## src/rtl/cpu_types_pkg.sv

```systemverilog
// Shared types and constants for the fetch/sequencing path of the multicycle datapath.
package cpu_types_pkg;

    typedef logic [31:0] word_t;

    typedef enum logic [1:0] {
        FETCH  = 2'd0,
        EXEC   = 2'd1,
        HALTED = 2'd2
    } fetch_state_t;

    localparam logic [1:0] PC_SEQ = 2'd0;
    localparam logic [1:0] PC_BR  = 2'd1;
    localparam logic [1:0] PC_JMP = 2'd2;
    localparam logic [1:0] PC_JR  = 2'd3;

    function automatic word_t sign_ext16(input logic [15:0] value);
        return {{16{value[15]}}, value};
    endfunction

endpackage

```

## src/rtl/next_pc_calc.sv

```systemverilog
// Combinational next-PC selection: sequential, branch, jump and register-indirect targets.
module next_pc_calc
    import cpu_types_pkg::*;
(
    input  word_t       pc,
    input  logic [1:0]  PCsrc,
    input  logic [15:0] imm,
    input  logic [25:0] addr,
    input  word_t       rs_data,
    output word_t       npc,
    output word_t       pc_plus4
);

    word_t branch_target;
    word_t jump_target;
    word_t jr_target;

    // All arithmetic is 32-bit modular; wrap-around past 0xFFFF_FFFC is intended.
    assign pc_plus4      = pc + 32'd4;
    assign branch_target = pc_plus4 + (sign_ext16(imm) << 2);
    assign jump_target   = {pc_plus4[31:28], addr, 2'b00};
    assign jr_target     = {rs_data[31:2], 2'b00};

    always_comb begin
        // NOTE: default first so every path assigns npc and no latch is inferred.
        npc = pc_plus4;
        case (PCsrc)
            PC_SEQ:  npc = pc_plus4;
            PC_BR:   npc = branch_target;
            PC_JMP:  npc = jump_target;
            PC_JR:   npc = jr_target;
            default: npc = pc_plus4;
        endcase
    end

endmodule

```

## src/rtl/fetch_unit.sv

```systemverilog
// Instruction fetch and sequencing: owns the PC, latches the fetched word and gates data requests.
module fetch_unit
    import cpu_types_pkg::*;
#(
    parameter word_t PC_INIT = 32'h0000_0000
) (
    input  logic        CLK,
    input  logic        RST,
    input  logic        ihit,
    input  word_t       iload,
    input  logic        dhit,
    input  logic [1:0]  PCsrc,
    input  logic [15:0] imm,
    input  logic [25:0] addr,
    input  word_t       rs_data,
    input  logic        halt,
    input  logic        dREN,
    input  logic        dWEN,
    output word_t       imemaddr,
    output logic        imemREN,
    output logic        dmemREN,
    output logic        dmemWEN,
    output word_t       instr,
    output logic        instr_valid,
    output word_t       pc_plus4,
    output logic        halted
);

    fetch_state_t state;
    fetch_state_t next_state;
    word_t        pc;
    word_t        npc;
    logic         data_req;
    logic         leave_exec;

    next_pc_calc u_next_pc (
        .pc       (pc),
        .PCsrc    (PCsrc),
        .imm      (imm),
        .addr     (addr),
        .rs_data  (rs_data),
        .npc      (npc),
        .pc_plus4 (pc_plus4)
    );

    assign data_req = dREN | dWEN;
    // An instruction retires from EXEC when not halting and its data access (if any) has completed.
    assign leave_exec = (state == EXEC) && !halt && (!data_req || dhit);

    // NOTE: sequential state uses non-blocking assignments so every register samples pre-edge values.
    always_ff @(posedge CLK) begin
        if (RST) begin
            state <= FETCH;
        end else begin
            state <= next_state;
        end
    end

    always_comb begin
        next_state = state;
        case (state)
            FETCH: begin
                if (ihit) begin
                    next_state = EXEC;
                end
            end
            EXEC: begin
                if (halt) begin
                    next_state = HALTED;
                end else if (leave_exec) begin
                    next_state = FETCH;
                end
            end
            HALTED:  next_state = HALTED;
            default: next_state = FETCH;
        endcase
    end

    // Outputs are forced idle while reset is held, even before the reset edge lands.
    always_comb begin
        imemREN     = 1'b0;
        dmemREN     = 1'b0;
        dmemWEN     = 1'b0;
        instr_valid = 1'b0;
        halted      = 1'b0;
        if (!RST) begin
            case (state)
                FETCH: imemREN = 1'b1;
                EXEC: begin
                    instr_valid = 1'b1;
                    dmemREN     = dREN && !halt;
                    dmemWEN     = dWEN && !halt;
                end
                HALTED:  halted = 1'b1;
                default: imemREN = 1'b0;
            endcase
        end
    end

    always_ff @(posedge CLK) begin
        if (RST) begin
            pc <= PC_INIT;
        end else if (leave_exec) begin
            pc <= npc;
        end
    end

    always_ff @(posedge CLK) begin
        if (RST) begin
            instr <= '0;
        end else if (state == FETCH && ihit) begin
            instr <= iload;
        end
    end

    assign imemaddr = pc;

endmodule

```

## config.mk

```make
export PLATFORM = sky130hd
export DESIGN_NAME = fetch_unit
export DESIGN_NICKNAME = d
export VERILOG_FILES = /design/src/rtl/cpu_types_pkg.sv /design/src/rtl/next_pc_calc.sv /design/src/rtl/fetch_unit.sv
export SDC_FILE = /design/constraint.sdc
export NUM_CORES = 1
export LEC_CHECK = 0
export ABC_CLOCK_PERIOD_IN_PS = 5600
export CAP_MARGIN = 0
export CORE_MARGIN = 2
export CORE_UTILIZATION = 48
export CTS_CLUSTER_DIAMETER = 100
export DETAILED_ROUTE_END_ITERATION = 16
export PLACE_DENSITY = 0.95
export SYNTH_ARGS = -nofsm -noshare
export SYNTH_HDL_FRONTEND = slang
export SYNTH_SLANG_ARGS = --single-unit
```

## constraint.sdc

```tcl
create_clock -name CLK -period 5.6 [get_ports CLK]
set_input_delay 1.12 -clock CLK [delete_from_list [all_inputs] [get_ports CLK]]
set_output_delay 1.12 -clock CLK [all_outputs]
set_load 0.05 [all_outputs]
```

* Yosys cells after proc, flatten, opt, wreduce, memory -nomap -nowiden
Cells that the tools add are included.
** Storage, ports and cells
- Register bits :: 66
- Bits of input ports :: 115
- Output and inout bits :: 101
- Logic and storage cells :: 39
** Operators by class
- Add/subtract/negate cells :: 2
- Eq/ne operators :: 7
- Mux-type cells :: 15
- Bitwise logic cells :: 1
- Reductions and logical operators :: 11
** Operator list (count)
- one-hot mux 32 bit (4 select lines) :: 1
- adder 32 x 3 -> 32 bit (second input constant) :: 1
- adder 32 bit :: 1
- 2-to-1 mux 1 bit :: 10
- == test 2 bit (second input constant) :: 3
- 2-to-1 mux 2 bit :: 3
- one-hot mux 2 bit (3 select lines) :: 1
- logical AND 1 bit :: 5
- == test 2 x 1 -> 1 bit (second input constant) :: 2
- zero test 2 bit :: 2
- != test 3 bit (second input constant) :: 1
- zero test 1 bit :: 2
- != test 2 bit (second input constant) :: 1
- AND reduction 2 bit :: 1
- logical OR 1 bit :: 1
- OR 1 bit :: 1

* Depth between registers and ports, before layout
- Word-level depth :: 7
- Gate-level depth with buffers :: 16
- Depth with buffers taken out :: 15

* Modules after synthesis
A second synthesis with hierarchy kept.
** Second synthesis, totals
- Cells, all modules :: 668
- Area total of the unflattened synthesis :: 5734.2 µm²
** By module, submodules not included
- next_pc_calc :: times used 1, cells an instance 374, area an instance 3014.1 µm², sequential area each 0.0 µm²
- fetch_unit :: times used 1, cells an instance 294, area an instance 2720.1 µm², sequential area each 1321.3 µm²

* Least setup slack after synthesis
No wires, ideal clock.
- Path type :: reg2reg
- From :: register pc[2] (netlist: imemaddr[2])
- To :: register pc[22] (netlist: imemaddr[22])
- Setup time :: 117 ps
- Arrival time :: 4765 ps
- Required time :: 5483 ps
- Setup slack :: 718 ps
- Cell stages (with the launch flop) :: 14
- Path buffers :: 1
- Period minus slack after synthesis :: 4882 ps
- Path through :: dfxtp_1 ha_1 nand3_1 nor4_2 nand3_1 xnor2_1 ha_1 clkbuf_1 nand4_1 or3_1 o21a_1 xnor2_1 mux4_2 a22o_1
** Between the ends
- Longest elaborated chain between the ends :: 3
** RTL lines
- from (decl) :: RTL line fetch_unit.sv:31 : word_t pc;
- from (signal assigned) :: RTL line fetch_unit.sv:104 : pc <= npc;
- adder 32 x 3 -> 32 bit :: RTL line next_pc_calc.sv:19 : assign pc_plus4 = pc + 32'd4;
- net pc_plus4[18] :: RTL line fetch_unit.sv:25 : output word_t pc_plus4,
- adder 32 bit :: RTL line next_pc_calc.sv:20 : assign branch_target = pc_plus4 + (sign_ext16(imm) << 2);
- one-hot mux 32 bit (4 select lines) :: RTL line next_pc_calc.sv:27 : case (PCsrc)
The timed path passes the listed nets, and every way through them passes these cells.
A chain may end at the register's enable or synchronous reset.

* Final worst setup path
- From :: register pc[2] (netlist: imemaddr[2])
- To :: output pc_plus4[26]
** Between the ends
- Longest elaborated chain between the ends :: 1
** RTL lines (RTL line)
- adder 32 x 3 -> 32 bit :: next_pc_calc.sv:19
- to (decl) :: fetch_unit.sv:25
Every way passes these cells.

==> run_summary.xml <==
<?xml version="1.0" encoding="UTF-8"?>
<metrics>
  <group name="die">
    <metric name="io_pins" unit="">216</metric>
    <metric name="chipWidth" unit="um">109</metric>
    <metric name="core.rowCount" unit="">38</metric>
    <metric name="die_area" unit="sq um">11800</metric>
    <metric name="core" unit="sq um">10800</metric>
    <metric name="initial_core_util" unit="">0.489</metric>
    <metric name="floorplan.die.height" unit="um">109</metric>
  </group>
  <group name="cells_and_area">
    <metric name="finish.instance_area" unit="sq um">7680</metric>
    <metric name="layout.nets" unit="">1025</metric>
    <metric name="utilization" unit="">0.711</metric>
    <metric name="num_antenna_cells" unit="">0</metric>
    <metric name="drive_above_1_share" unit="">0.0569</metric>
    <metric name="fillerInstances" unit="">826</metric>
    <metric name="synthToLayoutAreaGrowth" unit="%">45.5</metric>
  </group>
  <group name="timing">
    <metric name="final-hold-violation-count" unit="">0</metric>
    <metric name="post-route-period-util" unit="">0.831</metric>
    <metric name="final.min_clock_period" unit="ns">4.65</metric>
    <metric name="max_freq" unit="MHz">215</metric>
    <metric name="max-slew-margin-rel" unit="">0.275</metric>
    <metric name="rsz0062_at_grt" unit="">false</metric>
    <metric name="slew_violations" unit="">0</metric>
    <metric name="worst_clock_skew" unit="ns">0.0133</metric>
    <metric name="final-setup-viol-count" unit="">0</metric>
    <metric name="worst-slew-pin-transition" unit="ns">1.09</metric>
    <metric name="finalSetupTns" unit="ns">0</metric>
  </group>
  <group name="clock_tree">
    <metric name="cts.reportedPaths.clkPinSlew" unit="ns">0.08</metric>
    <metric name="cts.htree.levels" unit="">3</metric>
    <metric name="ctsResizeCount" unit="">0</metric>
    <metric name="number_of_buffers_added_to_fix_hold_violations_after_cts" unit="">0</metric>
    <metric name="cts_max_path_buffers" unit="">2</metric>
    <metric name="cts_tree" unit="">yes</metric>
    <metric name="clock-root-buffer" unit="">clkbuf_8</metric>
    <metric name="post_cts_buffers" unit="">0</metric>
    <metric name="clock_insertion_delay_worst_skew" unit="ns">0.35</metric>
    <metric name="cts_inserted_buffers" unit="">9</metric>
    <metric name="sink_count_of_the_clock_tree" unit="">64</metric>
  </group>
  <group name="yosys">
    <metric name="main_combinational_cell_family_by_area_after_synthesis" unit="">compound AO/OA/AOI/OAI gates</metric>
    <metric name="synth_sequential_area_ratio" unit="">0.243</metric>
    <metric name="area_fraction_in_compound_gates_after_synthesis" unit="">0.240</metric>
    <metric name="yosys.area.top_type_share" unit="">0.243</metric>
    <metric name="post_synthesis_sequential_element_count" unit="">64</metric>
    <metric name="synth_area_leaders" unit="">dfxtp_1 24%, nand2_1 8.8%, ha_1 8.1%, a21oi_1 7.3%, xnor2_1 5.6%</metric>
    <metric name="top_cells_by_count_synth" unit="">124 x nand2_1, 77 x a21oi_1, 64 x dfxtp_1</metric>
    <metric name="synth_top_cell_by_area" unit="">dfxtp_1</metric>
    <metric name="syn_std_cell_area" unit="sq um">5280</metric>
    <metric name="async_reset_ff_frac" unit="">0</metric>
    <metric name="synthesis.instances" unit="">683</metric>
    <metric name="multiplexer_share_of_the_synthesized_area" unit="">0.0885</metric>
    <metric name="postSynth.topFlopCell" unit="">dfxtp_1</metric>
    <metric name="synth_edf_count" unit="">0</metric>
    <metric name="post-synth-top-count-cell" unit="">nand2_1</metric>
    <metric name="post_synth_and_or_nand_nor_area_fraction" unit="">0.218</metric>
    <metric name="yosysUniqueCellTypes" unit="">67</metric>
    <metric name="syn_area_per_cell" unit="sq um">7.72</metric>
    <metric name="synth-warning-count" unit="">0</metric>
    <metric name="synth_fa_ha_area_frac" unit="">0.0844</metric>
    <metric name="post_synth_xor_area_fraction" unit="">0.0814</metric>
  </group>
  <group name="placement">
    <metric name="port_buffers" unit="">209</metric>
    <metric name="place_area" unit="sq um">7460</metric>
    <metric name="gpl.final_weighted_congestion" unit="">0.962</metric>
    <metric name="hpwlAfterDp" unit="um">14300</metric>
  </group>
  <group name="worst_hold_path">
    <metric name="hold_depth" unit="">2</metric>
    <metric name="timing.hold.worst.class" unit="">reg2reg</metric>
    <metric name="hold_path_end" unit="">instr[4]$_SDFFE_PP0P_</metric>
    <metric name="hold_path_startpoint" unit="">instr[4]$_SDFFE_PP0P_</metric>
  </group>
  <group name="power_and_ir_drop">
    <metric name="power" unit="mW">1.48</metric>
    <metric name="cellLeakagePower" unit="nW">3.02</metric>
    <metric name="powerDensity" unit="nW/um^2">192</metric>
    <metric name="peakVddDrop" unit="uV">151</metric>
  </group>
  <group name="worst_setup_path">
    <metric name="worstReg2RegStart" unit="">imemaddr[2]$_SDFFE_PP0P_</metric>
    <metric name="start_kind" unit="">register</metric>
    <metric name="worstRegToRegCells" unit="">14</metric>
    <metric name="reg2reg_slack" unit="ns">1.30</metric>
    <metric name="rr_endpoint" unit="">imemaddr[31]$_SDFFE_PP0P_</metric>
    <metric name="worst-endpoint-arrival" unit="ns">3.53</metric>
    <metric name="largest_fanout_on_the_critical_path" unit="">7</metric>
    <metric name="setup_cp_type" unit="">reg2out</metric>
    <metric name="critical_path.startpoint" unit="">imemaddr[2]$_SDFFE_PP0P_</metric>
    <metric name="worstSetupEndpointType" unit="">output pin</metric>
    <metric name="critical_path_required" unit="ns">4.48</metric>
  </group>
  <group name="drt">
    <metric name="final_antenna_violating_net_count" unit="">0</metric>
    <metric name="vias_after_detailed_routing" unit="">6137</metric>
    <metric name="number_of_remaining_drc_errors" unit="">0</metric>
    <metric name="avgViaCountPerCell" unit="">6.02</metric>
    <metric name="finalWirelength" unit="um">19000</metric>
    <metric name="initialDrtViolationCount" unit="">423</metric>
    <metric name="iteration_count_of_the_initial_detailed_routing_pass" unit="">5</metric>
    <metric name="route.detailed.wl_per_inst" unit="um">18.7</metric>
  </group>
  <group name="grt">
    <metric name="gr-usage-all-layers" unit="">0.312</metric>
    <metric name="grt_start_max_net_pins" unit="">34</metric>
    <metric name="grt_pass1_vias" unit="">5926</metric>
    <metric name="grt_overflow" unit="">0</metric>
    <metric name="initial_antenna_violation_count" unit="">0</metric>
    <metric name="grt_first_pass_wirelength" unit="um">28900</metric>
  </group>
  <group name="run">
    <metric name="cap_viol_max_count" unit="">0</metric>
  </group>
  <group name="run_status">
    <metric name="outcome" unit="">complete, no violations</metric>
  </group>
</metrics>
-- how the worst max path moves through the flow --
| stage | endpoint | cells after the start |
|---|---|---|
| global route | pc_plus4[26] | 8 |
| floorplan | imemaddr[22]$_SDFFE_PP0P_ | 13 |
| global placement | imemaddr[22]$_SDFFE_PP0P_ | 12 |
| CTS | pc_plus4[26] | 8 |
| finish | pc_plus4[26] | 8 |
| detailed placement | imemaddr[22]$_SDFFE_PP0P_ | 12 |
-- kinds of logic after synthesis --
logic type | Yosys count
AO/OA/AOI/OAI | 194
buffers and inverters | 58
XOR/XNOR | 49
flip-flops | 64
adder cells (fa/ha/maj) | 35
multiplexers | 30
AND/OR/NAND/NOR | 252
other | 1
-- state kept, by name, summed over array words and instances, names as in the netlist --
signal    cells
instr        32
imemaddr     30
state         2
-- critical path: stages (launching register included) --
cell and delay (ns):
dfxtp_1 0.45, ha_1 0.23, nand3_1 0.29, nor4_2 0.33, buf_4 0.21, nand3_1 0.23, nor2_1 0.18, xor2_1 0.37
clkdlybuf4s50_1 0.90
-- final cells by class --
| class | instances | area (sq um) | share of cell area |
|---|---|---|---|
| multi-input combinational | 564 | 3780 | 0.492 |
| clock buffer | 10 | 138 | 0.0179 |
| clock inverter | 5 | 81.3 | 0.0106 |
| sequential | 64 | 1280 | 0.167 |
| inverter | 17 | 63.8 | 0.00831 |
| tap | 140 | 175 | 0.0228 |
| timing repair buffer | 219 | 2160 | 0.282 |
-- per-stage QoR --
step | instances | setup slack [ns] | hold WS (ns)
2_1_floorplan | 686 | 0.718 | 0.673
3_3_place_gp | 1004 | 1.13 | 0.442
3_5_place_dp | 1004 | 1.09 | 0.446
4_1_cts | 1019 | 1.00 | 0.456
5_1_grt | 1019 | 0.843 | 0.477
6_report | 1019 | 0.947 | 0.455
-- layer usage --
| metal | global-route usage | part of all wire | up-vias |
|---|---|---|---|
| met3 | 0.0640 | 0.093 | 61 |
| met1 | 0.361 | 0.39 | 2864 |
| met4 | 0.146 | 0.033 | 0 |
| met2 | 0.550 | 0.49 | 341 |
| li1 | - | - | 2871 |
| met5 | 0 | 0 | - |
-- cell usage in the layout (no fill, tap or decap), types with 14 or more instances in the layout --
| cell | instances |
|---|---|
| xnor2_1 | 34 |
| nand3_1 | 22 |
| ha_1 | 34 |
| inv_1 | 15 |
| xor2_1 | 15 |
| mux2i_1 | 14 |
| a21oi_1 | 77 |
| nand2_1 | 124 |
| nor2_1 | 43 |
| dfxtp_1 | 64 |
| clkdlybuf4s50_1 | 208 |
| o21ai_0 | 25 |
-- power breakdown --
| group | switching (mW) | total, mW | internal (mW) |
|---|---|---|---|
| clock network | 0.199 | 0.459 | 0.261 |
| registers | 0.0207 | 0.499 | 0.478 |
| logic | 0.300 | 0.519 | 0.218 |
Note: power is estimated with default switching activity, not from simulation.
